### src/rtl/change_pkg.sv
// ============================================================================
// Module  : change_pkg
// Brief   : Shared FSM states, coin values and coin-select encoding for the
//           change dispenser.
// Revision: 1.0
// ============================================================================
`default_nettype none

package change_pkg;

  typedef logic [2:0] state_t;

  localparam state_t S_IDLE   = 3'd0;
  localparam state_t S_SELECT = 3'd1;
  localparam state_t S_PULSE  = 3'd2;
  localparam state_t S_GAP    = 3'd3;
  localparam state_t S_DONE   = 3'd4;

  localparam int unsigned QUARTER_C = 25;
  localparam int unsigned DIME_C    = 10;
  localparam int unsigned NICKEL_C  = 5;

  // One-hot coin select, bit order matches {quarter, dime, nickel}
  typedef logic [2:0] coin_t;

  localparam coin_t COIN_NONE = 3'b000;
  localparam coin_t COIN_Q    = 3'b100;
  localparam coin_t COIN_D    = 3'b010;
  localparam coin_t COIN_N    = 3'b001;

  function automatic int unsigned coin_value(input coin_t c);
    case (c)
      COIN_Q:  return QUARTER_C;
      COIN_D:  return DIME_C;
      COIN_N:  return NICKEL_C;
      default: return 0;
    endcase
  endfunction

endpackage

`default_nettype wire

### src/rtl/coin_pulse_timer.sv
// ============================================================================
// Module  : coin_pulse_timer
// Brief   : Loadable down-counter; expire_o is high on the last cycle of the
//           loaded interval (load value = cycles - 1).
// Revision: 1.0
// ============================================================================
`default_nettype none

module coin_pulse_timer #(
  parameter int CNT_W = 2
) (
  input  logic             clk,
  input  logic             reset_n,
  input  logic             load_i,
  input  logic [CNT_W-1:0] load_val_i,
  output logic             expire_o
);

  logic [CNT_W-1:0] cnt_q;

  always_ff @(posedge clk or negedge reset_n) begin
    if (!reset_n) begin
      cnt_q <= '0;
    end else if (load_i) begin
      cnt_q <= load_val_i;
    end else if (cnt_q != '0) begin
      cnt_q <= cnt_q - CNT_W'(1);
    end
  end

  assign expire_o = (cnt_q == '0);

endmodule

`default_nettype wire

### src/rtl/change_dispenser.sv
// ============================================================================
// Module  : change_dispenser
// Brief   : Greedy quarter/dime/nickel payout as timed ejector pulses.
//           Optional per-coin stock tracking under CHANGE_INVENTORY_EN.
// Revision: 1.0
// ============================================================================
`default_nettype none

module change_dispenser
  import change_pkg::*;
#(
  parameter int AMT_W        = 7,
  parameter int PULSE_CYCLES = 4,
  parameter int GAP_CYCLES   = 2
`ifdef CHANGE_INVENTORY_EN
  ,
  parameter int STOCK_W      = 6
`endif
) (
  input  logic             clk,
  input  logic             reset_n,
  input  logic             start,
  input  logic [AMT_W-1:0] change_in,
`ifdef CHANGE_INVENTORY_EN
  input  logic             refill,
  output logic [2:0]       empty,
`endif
  output logic             quarter_out,
  output logic             dime_out,
  output logic             nickel_out,
  output logic             busy,
  output logic             done,
  output logic             short
);

  localparam int MAX_CYC = (PULSE_CYCLES > GAP_CYCLES) ? PULSE_CYCLES : GAP_CYCLES;
  localparam int CNT_W   = $clog2(MAX_CYC + 1);

  state_t           state_q, state_d;
  logic [AMT_W-1:0] rem_q, rem_d;
  coin_t            coin_q, coin_d;
  logic             short_q, short_d;
  logic             quarter_q, dime_q, nickel_q, busy_q, done_q;

  logic             timer_load;
  logic [CNT_W-1:0] timer_val;
  logic             timer_expire;

  logic             q_avail, d_avail, n_avail;
  coin_t            pick;
  logic             take;

  always_comb begin
    pick = COIN_NONE;
    if (rem_q >= AMT_W'(QUARTER_C) && q_avail) begin
      pick = COIN_Q;
    end else if (rem_q >= AMT_W'(DIME_C) && d_avail) begin
      pick = COIN_D;
    end else if (rem_q >= AMT_W'(NICKEL_C) && n_avail) begin
      pick = COIN_N;
    end
  end

  assign take = (state_q == S_SELECT) && (pick != COIN_NONE);

`ifdef CHANGE_INVENTORY_EN
  logic [STOCK_W-1:0] q_stock_q, d_stock_q, n_stock_q;

  // Stock is consumed on the SELECT->PULSE transition; refill overrides it
  always_ff @(posedge clk or negedge reset_n) begin
    if (!reset_n) begin
      q_stock_q <= '1;
      d_stock_q <= '1;
      n_stock_q <= '1;
    end else if (refill) begin
      q_stock_q <= '1;
      d_stock_q <= '1;
      n_stock_q <= '1;
    end else if (take) begin
      if (pick == COIN_Q) q_stock_q <= q_stock_q - STOCK_W'(1);
      if (pick == COIN_D) d_stock_q <= d_stock_q - STOCK_W'(1);
      if (pick == COIN_N) n_stock_q <= n_stock_q - STOCK_W'(1);
    end
  end

  assign q_avail = (q_stock_q != '0);
  assign d_avail = (d_stock_q != '0);
  assign n_avail = (n_stock_q != '0);
  assign empty   = {~q_avail, ~d_avail, ~n_avail};
`else
  assign q_avail = 1'b1;
  assign d_avail = 1'b1;
  assign n_avail = 1'b1;
`endif

  always_comb begin
    state_d    = state_q;
    rem_d      = rem_q;
    coin_d     = coin_q;
    short_d    = short_q;
    timer_load = 1'b0;
    timer_val  = '0;
    case (state_q)
      S_IDLE: begin
        if (start) begin
          rem_d   = change_in;
          short_d = 1'b0;
          state_d = S_SELECT;
        end
      end
      S_SELECT: begin
        coin_d = pick;
        if (take) begin
          rem_d      = rem_q - AMT_W'(coin_value(pick));
          state_d    = S_PULSE;
          timer_load = 1'b1;
          timer_val  = CNT_W'(PULSE_CYCLES - 1);
        end else begin
          state_d = S_DONE;
          short_d = (rem_q != '0);
        end
      end
      S_PULSE: begin
        if (timer_expire) begin
          state_d    = S_GAP;
          timer_load = 1'b1;
          timer_val  = CNT_W'(GAP_CYCLES - 1);
        end
      end
      S_GAP: begin
        if (timer_expire) state_d = S_SELECT;
      end
      S_DONE:  state_d = S_IDLE;
      default: state_d = S_IDLE;
    endcase
  end

  coin_pulse_timer #(
    .CNT_W(CNT_W)
  ) u_timer (
    .clk        (clk),
    .reset_n    (reset_n),
    .load_i     (timer_load),
    .load_val_i (timer_val),
    .expire_o   (timer_expire)
  );

  // Outputs are registered from next-state so they align with the state they describe
  always_ff @(posedge clk or negedge reset_n) begin
    if (!reset_n) begin
      state_q   <= S_IDLE;
      rem_q     <= '0;
      coin_q    <= COIN_NONE;
      short_q   <= 1'b0;
      quarter_q <= 1'b0;
      dime_q    <= 1'b0;
      nickel_q  <= 1'b0;
      busy_q    <= 1'b0;
      done_q    <= 1'b0;
    end else begin
      state_q   <= state_d;
      rem_q     <= rem_d;
      coin_q    <= coin_d;
      short_q   <= short_d;
      quarter_q <= (state_d == S_PULSE) && (coin_d == COIN_Q);
      dime_q    <= (state_d == S_PULSE) && (coin_d == COIN_D);
      nickel_q  <= (state_d == S_PULSE) && (coin_d == COIN_N);
      busy_q    <= (state_d != S_IDLE);
      done_q    <= (state_d == S_DONE);
    end
  end

  assign quarter_out = quarter_q;
  assign dime_out    = dime_q;
  assign nickel_out  = nickel_q;
  assign busy        = busy_q;
  assign done        = done_q;
  assign short       = short_q;

endmodule

`default_nettype wire

### config.mk
export PLATFORM = sky130hd
export DESIGN_NAME = change_dispenser
export DESIGN_NICKNAME = d
export VERILOG_FILES = /design/src/rtl/change_pkg.sv /design/src/rtl/coin_pulse_timer.sv /design/src/rtl/change_dispenser.sv
export SDC_FILE = /design/constraint.sdc
export NUM_CORES = 1
export LEC_CHECK = 0
export CAP_MARGIN = 20
export CORE_MARGIN = 2
export CORE_UTILIZATION = 54
export CTS_BUF_LIST = sky130_fd_sc_hd__clkbuf_16
export CTS_CLUSTER_SIZE = 25
export DETAILED_ROUTE_END_ITERATION = 8
export PLACE_DENSITY_LB_ADDON = 0.1
export SYNTH_ARGS = -nofsm -noshare
export SYNTH_HDL_FRONTEND = slang
export SYNTH_SLANG_ARGS = --single-unit
### constraint.sdc
create_clock -name clk -period 2.95 [get_ports clk]
set_input_delay 0.7375 -clock clk [delete_from_list [all_inputs] [get_ports clk]]
set_output_delay 0.7375 -clock clk [all_outputs]
set_load 0.01 [all_outputs]
# Word level (Yosys, flattened, before mapping)
# Index checks and enable logic that the tools add are counted.
# W data, S select, Z words.
totals:
  regBits: 22
  inputBits: 10
  output_inout_bits: 6
  elab_cells: 69
op_classes:
  add_sub_neg: 2
  order_cmp: 3
  eq_ne: 14
  muxes: 26
  reduce_logical: 14
ops:
  columns: ["op", "count"]
  rows:
  - ["$mux W7", 4]
  - ["$mux W3", 9]
  - ["$eq A3 B2 Y1 const B", 5]
  - ["$pmux W5 S3", 1]
  - ["$pmux W7 S2", 1]
  - ["$pmux W3 S4", 1]
  - ["$eq A3 B1 Y1 const B", 3]
  - ["$eq A3 B3 Y1 const B", 3]
  - ["$reduce_bool A3 Y1", 3]
  - ["$ge A7 B3 Y1 const B", 1]
  - ["$ge A7 B4 Y1 const B", 1]
  - ["$ge A7 B5 Y1 const B", 1]
  - ["$reduce_bool A7 Y1", 1]
  - ["$sub A7 B7 Y7", 1]
  - ["$logic_not A3 Y1", 2]
  - ["$mux W1", 6]
  - ["$ne A2 B2 Y1 const B", 3]
  - ["$reduce_and A3 Y1", 2]
  - ["$logic_and A1 B1 Y1", 4]
  - ["$pmux W1 S2", 2]
  - ["$pmux W2 S2", 1]
  - ["$reduce_bool A2 Y1", 2]
  - ["$sub A3 B1 Y3 const B", 1]
  - ["$mux W2", 1]

# Depth between registers and ports, before layout
# Gate-level depths: netlist of run 1.
depth:
  word_depth: 11
  mapped_depth: 10
  mapped_depth_nobuf: 10

# Modules after synthesis
# From an unflattened synthesis of run 1, not the netlist that was laid out.
hier_totals:
  hier_cells: 146
  area_unflattened_um2: 1376.3
by_module_without_submodules:
  columns: ["mod", "n_inst", "cells_per_inst", "area_each_um2", "seq_area_each_um2"]
  rows:
  - ["change_dispenser", 1, 125, 1176.1, 475.5]
  - ["coin_pulse_timer", 1, 21, 200.2, 75.1]

# Worst setup path before layout of run 1
# No wires, ideal clock.
synth_timing:
  path_type: "register to register"
  startpoint: "register rem_q[1]"
  endpoint: "register rem_q[5]"
  setup_time_ns: 0.090
  t_arrival_ns: 2.398
  required_ns: 2.860
  slack_ns: 0.462
  stages_incl_launch_ff: 10
  path_buffers: 0
  synth_period_minus_slack_ns: 2.488
  cell_sequence: "dfrtp_1 or3_1 a31oi_4 o21ai_2 ha_1 nor2b_1 o31a_1 o21a_1 or3_1 o2111ai_1"
synth_via:
  elab_chain_len: 11
  elab_cells_between_ends: 19
  cone_classes: "add/sub (1); order compare (3); eq/ne (4); mux (8); reduce/logical (3)"
synth_lines:
  columns: ["element", "line_no", "text"]
  rows:
  - ["start: declaration", "change_dispenser.sv:40", "logic [AMT_W-1:0] rem_q, rem_d;"]
  - ["start signal: assignment", "change_dispenser.sv:162", "rem_q <= rem_d;"]
  - ["$ge A7 B3 Y1", "change_dispenser.sv:59", "end else if (rem_q >= AMT_W'(NICKEL_C) && n_avail) begin"]
  - ["$mux W1", "change_dispenser.sv:59", null]
  - ["$mux W3", "change_dispenser.sv:57", "end else if (rem_q >= AMT_W'(DIME_C) && d_avail) begin"]
  - ["$mux W3", "change_dispenser.sv:55", "if (rem_q >= AMT_W'(QUARTER_C) && q_avail) begin"]
  - ["$eq A3 B1 Y1, or another cell as far along", "change_pkg.sv:32", "case (c)"]
  - ["$pmux W5 S3", "change_pkg.sv:32", null]
  - ["$mux W7", "change_dispenser.sv:113", "if (take) begin"]
  - ["$mux W7", "change_dispenser.sv:103", "case (state_q)"]
  - ["$sub A7 B7 Y7", "change_dispenser.sv:114", "rem_d = rem_q - AMT_W'(coin_value(pick));"]
  - ["$mux W7", "change_dispenser.sv:113", null]
  - ["$pmux W7 S2", "change_dispenser.sv:103", null]
# Several ways; a longest one is shown, not always the timed one. The select of a mux whose other input is x is not followed.
# A chain may end at the register's enable or synchronous reset.

# Worst setup path in the final report of run 1
layout_timing:
  startpoint: "register rem_q[1]"
  endpoint: "register rem_q[4]"
# The elaborated chain is that of the path after synthesis.

==> results of run 1 <==
==> synthesized netlist by cell type, types with 2 or more instances <==
| library cell | number | area share [%] |
|---|---|---|
| sky130_fd_sc_hd__dfrtp_1 | 22 | 41 |
| sky130_fd_sc_hd__nor2b_1 | 3 | 1.4 |
| sky130_fd_sc_hd__nand2_1 | 8 | 2.3 |
| sky130_fd_sc_hd__a211oi_1 | 2 | 1.1 |
| sky130_fd_sc_hd__or3b_1 | 2 | 1.3 |
| sky130_fd_sc_hd__nor3b_2 | 2 | 1.9 |
| sky130_fd_sc_hd__nor3_1 | 4 | 1.5 |
| sky130_fd_sc_hd__a21o_1 | 3 | 1.7 |
| sky130_fd_sc_hd__buf_2 | 3 | 1.1 |
| sky130_fd_sc_hd__o21ai_1 | 2 | 0.75 |
| sky130_fd_sc_hd__o21a_1 | 6 | 3.4 |
| sky130_fd_sc_hd__inv_1 | 10 | 2.8 |
| sky130_fd_sc_hd__and3_1 | 2 | 0.94 |
| sky130_fd_sc_hd__or3_1 | 3 | 1.4 |
| sky130_fd_sc_hd__ha_1 | 7 | 6.6 |
| sky130_fd_sc_hd__a21oi_1 | 17 | 6.4 |
| sky130_fd_sc_hd__o21ai_2 | 2 | 1.3 |
| sky130_fd_sc_hd__o31a_1 | 2 | 1.3 |
| sky130_fd_sc_hd__nor2_1 | 15 | 4.2 |
| sky130_fd_sc_hd__o21ai_0 | 3 | 1.1 |
| sky130_fd_sc_hd__nand3_1 | 2 | 0.75 |
==> state kept, by name (all words and copies together), names as in the netlist <==
name and count:
nickel_out 1, short 1, rem_q 7, state_q 3, busy 1, done 1, dime_out 1, coin_q 3
quarter_out 1, u_timer.cnt_q 3
==> cells by family (layout without fill, tap and decap cells) <==
logic type	count (synthesis)	in the layout	synth area share, %
compound gates	47	47	26.2
fa+ha+maj	8	8	8.10
simple gates	47	47	19.8
buf+inv	14	31	4.52
flops	22	22	41.4
==> placed cells by master (no fill, tap or decap), drive strengths merged, types with 3 or more instances in the layout <==
master | synthesis | final
clkbuf | 0 | 3
o21ai | 8 | 8
nor2 | 15 | 15
or3 | 3 | 3
nor3 | 4 | 4
a21o | 3 | 3
nor2b | 3 | 3
ha | 7 | 7
a21oi | 18 | 18
dfrtp | 22 | 22
inv | 10 | 10
nand2 | 8 | 8
o21a | 6 | 6
clkdlybuf4s50 | 0 | 15
==> power by group through the flow <==
stage	Clock [uW]	Sequential (uW)	Combinational (uW)
3_5_place_dp	0	562	901
4_1_cts	385	558	922
5_1_grt	403	577	1050
6_report	379	559	919
2_1_floorplan	0	526	726
3_3_place_gp	0	554	878
==> worst register-to-register path, cell delays in order (launching register included) <==
cell and delay [ns]:
sky130_fd_sc_hd__dfrtp_1 0.45, sky130_fd_sc_hd__or3_1 0.43, sky130_fd_sc_hd__a31oi_4 0.25, sky130_fd_sc_hd__nand2_1 0.10
sky130_fd_sc_hd__ha_1 0.23, sky130_fd_sc_hd__fa_1 0.39, sky130_fd_sc_hd__nor2b_1 0.23, sky130_fd_sc_hd__o21ai_0 0.12
sky130_fd_sc_hd__a211oi_1 0.23, sky130_fd_sc_hd__a21oi_1 0.07, sky130_fd_sc_hd__a21oi_1 0.16
==> per-layer routing <==
layer / vias to the layer above / part of all wire [%] / global-route usage, %
met2: 18 / 46 / 36.2
met4: 0 / 1.9 / 8.97
met3: 6 / 4.0 / 6.39
met5: - / 0 / 0
li1: 532 / - / -
met1: 485 / 48 / 31.5
==> through the flow <==
stage / area [sq um] / setup slack, ns / util [%] / std cells
2_1_floorplan: 1330 / 0.462 / - / 138
3_3_place_gp: 1510 / 0.338 / 66.2 / 179
3_5_place_dp: 1510 / 0.312 / 66.2 / 179
4_1_cts: 1610 / 0.254 / 70.8 / 183
5_1_grt: 1610 / 0.0320 / 70.8 / 183
6_report: 1610 / 0.234 / 70.8 / 183
==> worst paths after layout <==
kind	startpoint	to	slack, ns	cells after the start
min in group asynchronous	reset_n	rem_q[4]	0.82	2
max reg2reg	rem_q[1]	rem_q[4]	0.23	10
max	rem_q[1]	rem_q[4]	0.23	10
max in group asynchronous	reset_n	rem_q[3]	1.91	2
min reg2reg	u_timer.cnt_q[1]	u_timer.cnt_q[1]	0.51	2
min	u_timer.cnt_q[1]	u_timer.cnt_q[1]	0.51	2
==> layout make-up <==
cell class,count,area (sq um),area share [%]
tap,28,35.0,2.17
timing repair buffer,17,165,10.2
sequential,22,551,34.2
clock inverter,1,30.0,1.86
clock buffer,3,75.1,4.66
multi-input combinational,102,718,44.6
inverter,10,37.5,2.33
==> metrics.txt, run 1 <==
# TYPE chip_impl_metric gauge
chip_impl_metric{name="cts_post_setup_buffers_inserted",unit=""} 0
chip_impl_metric{name="cts.htree.levels",unit=""} 1
chip_impl_metric{name="cp_data_arrival_time",unit="ns"} 2.90
chip_impl_info{name="cts_root_buffer",value="sky130_fd_sc_hd__clkbuf_16"} 1
chip_impl_metric{name="first_global_vias",unit=""} 1027
chip_impl_metric{name="maxSlewViolCount",unit=""} 0
chip_impl_info{name="grt_setup_unrepaired",value="no"} 1
chip_impl_info{name="outcome",value="finished, final reports clean"} 1
chip_impl_metric{name="vias",unit=""} 1041
chip_impl_metric{name="max_freq",unit="MHz"} 368
chip_impl_metric{name="number_of_flops_mapped_to_enable_cells_by_yosys",unit=""} 0
chip_impl_metric{name="dieArea",unit="sq um"} 2870
chip_impl_info{name="critical_path.top_delay_family",value="compound AO/OA/AOI/OAI gates"} 1
chip_impl_metric{name="pwr-share-comb",unit="%"} 49.5
chip_impl_info{name="crit_path_start_kind",value="flip-flop"} 1
chip_impl_metric{name="route.final.wire_length",unit="microns"} 2630
chip_impl_metric{name="fin_nets",unit=""} 174
chip_impl_metric{name="syn_avg_cell_area",unit="sq um"} 9.63
chip_impl_metric{name="route.detailed.wl_per_inst",unit="microns"} 14.4
chip_impl_metric{name="die_w",unit="microns"} 53.6
chip_impl_info{name="cpMostUsedCell",value="sky130_fd_sc_hd__a21oi_1"} 1
chip_impl_metric{name="cp.required",unit="ns"} 3.13
chip_impl_metric{name="grt_max_degree",unit=""} 23
chip_impl_metric{name="grt_pass1_wl",unit="microns"} 4750
chip_impl_metric{name="ant_nets",unit=""} 0
chip_impl_metric{name="ioPinCount",unit=""} 16
chip_impl_metric{name="clock_latency_reported_for_the_late_side_of_the_worst_skew_pair",unit="ns"} 0.26
chip_impl_metric{name="fin_crit_sh",unit="%"} 92.1
chip_impl_metric{name="cts_buffers",unit=""} 3
chip_impl_metric{name="postSynthRegisterBits",unit=""} 22
chip_impl_metric{name="drc_errors",unit=""} 0
chip_impl_metric{name="timing.setup.tns",unit="ns"} 0
chip_impl_metric{name="fillers",unit=""} 178
chip_impl_metric{name="cpPeakStageDelay",unit="ns"} 0.45
chip_impl_metric{name="mappedNetlistArea",unit="sq um"} 1330
chip_impl_info{name="timing.critical_path.cells",value="or3_1 > a31oi_4 > nand2_1 > ha_1 > fa_1 > nor2b_1 > o21ai_0 > a211oi_1 > a21oi_1 > a21oi_1"} 1
chip_impl_metric{name="detailed_place_hpwl",unit="microns"} 1920
chip_impl_metric{name="power.sequential.fraction",unit="%"} 30.1
chip_impl_info{name="setup.worst_path.class",value="flip-flop to flip-flop"} 1
chip_impl_metric{name="avgViaCountPerCell",unit=""} 5.69
chip_impl_metric{name="worst_pin_slew",unit="ns"} 0.668
chip_impl_metric{name="critical_path.n_buffers_inverters",unit=""} 0
chip_impl_info{name="synth-main-ff-cell",value="sky130_fd_sc_hd__dfrtp_1"} 1
chip_impl_metric{name="cts-resized-gates",unit=""} 0
chip_impl_metric{name="synth_instances",unit=""} 138
chip_impl_metric{name="initial_utilization",unit="%"} 58.4
chip_impl_metric{name="detailedRoute.firstIterationViolations",unit=""} 13
chip_impl_metric{name="cts.path.max_buffers",unit=""} 2
chip_impl_metric{name="final-setup-viol-count",unit=""} 0
chip_impl_metric{name="synth.yosys.seq_area_share",unit="%"} 41.4
chip_impl_info{name="timing.hold.worst.class",value="flip-flop to flip-flop"} 1
chip_impl_info{name="clock_tree_from_tritoncts",value="built"} 1
chip_impl_metric{name="final_layout_size_suffix_gt1_share",unit="%"} 11.0
chip_impl_metric{name="critical_path_peak_fanout",unit=""} 7
chip_impl_metric{name="cell_internal_pwr",unit="uW"} 1090
chip_impl_metric{name="cts_sinks",unit=""} 22
chip_impl_metric{name="postSynthNetCount",unit=""} 156
chip_impl_metric{name="grtUsageTotal",unit="%"} 23.5
chip_impl_metric{name="timing.max_slew.rel_slack",unit="%"} 55.5
chip_impl_metric{name="ys.warnings.count",unit=""} 0
chip_impl_metric{name="timing.clock.skew",unit="ns"} 0.00214
chip_impl_metric{name="netSwitchingPower",unit="uW"} 762
chip_impl_metric{name="synth_cell_types",unit=""} 39
chip_impl_metric{name="antennaDiodeCount",unit=""} 0
chip_impl_metric{name="cap_violations",unit=""} 0
chip_impl_metric{name="final_period_minus_worst_setup_slack",unit="ns"} 2.72
chip_impl_info{name="crit_slowest_cell",value="sky130_fd_sc_hd__dfrtp_1"} 1
chip_impl_metric{name="power.share.clock",unit="%"} 20.4
chip_impl_metric{name="area.growth.synth_to_final",unit="%"} 21.3
chip_impl_metric{name="clock_pin_transition_on_the_worst_setup_and_hold_timing_paths",unit="ns"} 0.06
chip_impl_metric{name="core_area",unit="sq um"} 2280
chip_impl_info{name="critical_path.endpoint_type",value="flip-flop"} 1
chip_impl_metric{name="gp_congestion",unit=""} 0.783
chip_impl_metric{name="report.final.hold_viol_count",unit=""} 0
chip_impl_metric{name="number_of_hold_buffers_added_after_cts",unit=""} 0
chip_impl_metric{name="async_set_reset_flop_share_out_of_synthesis",unit="%"} 100
chip_impl_metric{name="grt_overflow",unit=""} 0
chip_impl_metric{name="die_h",unit="microns"} 53.6
chip_impl_metric{name="io_buffer_count",unit=""} 15
chip_impl_metric{name="grt_antenna_before_repair",unit=""} 0
chip_impl_metric{name="power_leakage",unit="uW"} 0.000704
chip_impl_metric{name="whs",unit="ns"} 0.514
chip_impl_metric{name="p_sw_share",unit="%"} 41.1
chip_impl_metric{name="drt_first_pass_iters",unit=""} 4
chip_impl_metric{name="fp-row-count",unit=""} 17
chip_impl_metric{name="pwr_density_cell",unit="nW/um^2"} 1150
chip_impl_metric{name="worst_ir_drop_on_vdd",unit="V"} 0.000660
chip_impl_metric{name="totalPowerFinal",unit="uW"} 1860
Power figures use the tool's default switching activity.
==> inputs of run 2 (changes only) <==
- SLEW_MARGIN: not set -> 30
==> results of run 2 <==
Same layout as run 1: the final DEF is identical, and so are final timing and power.
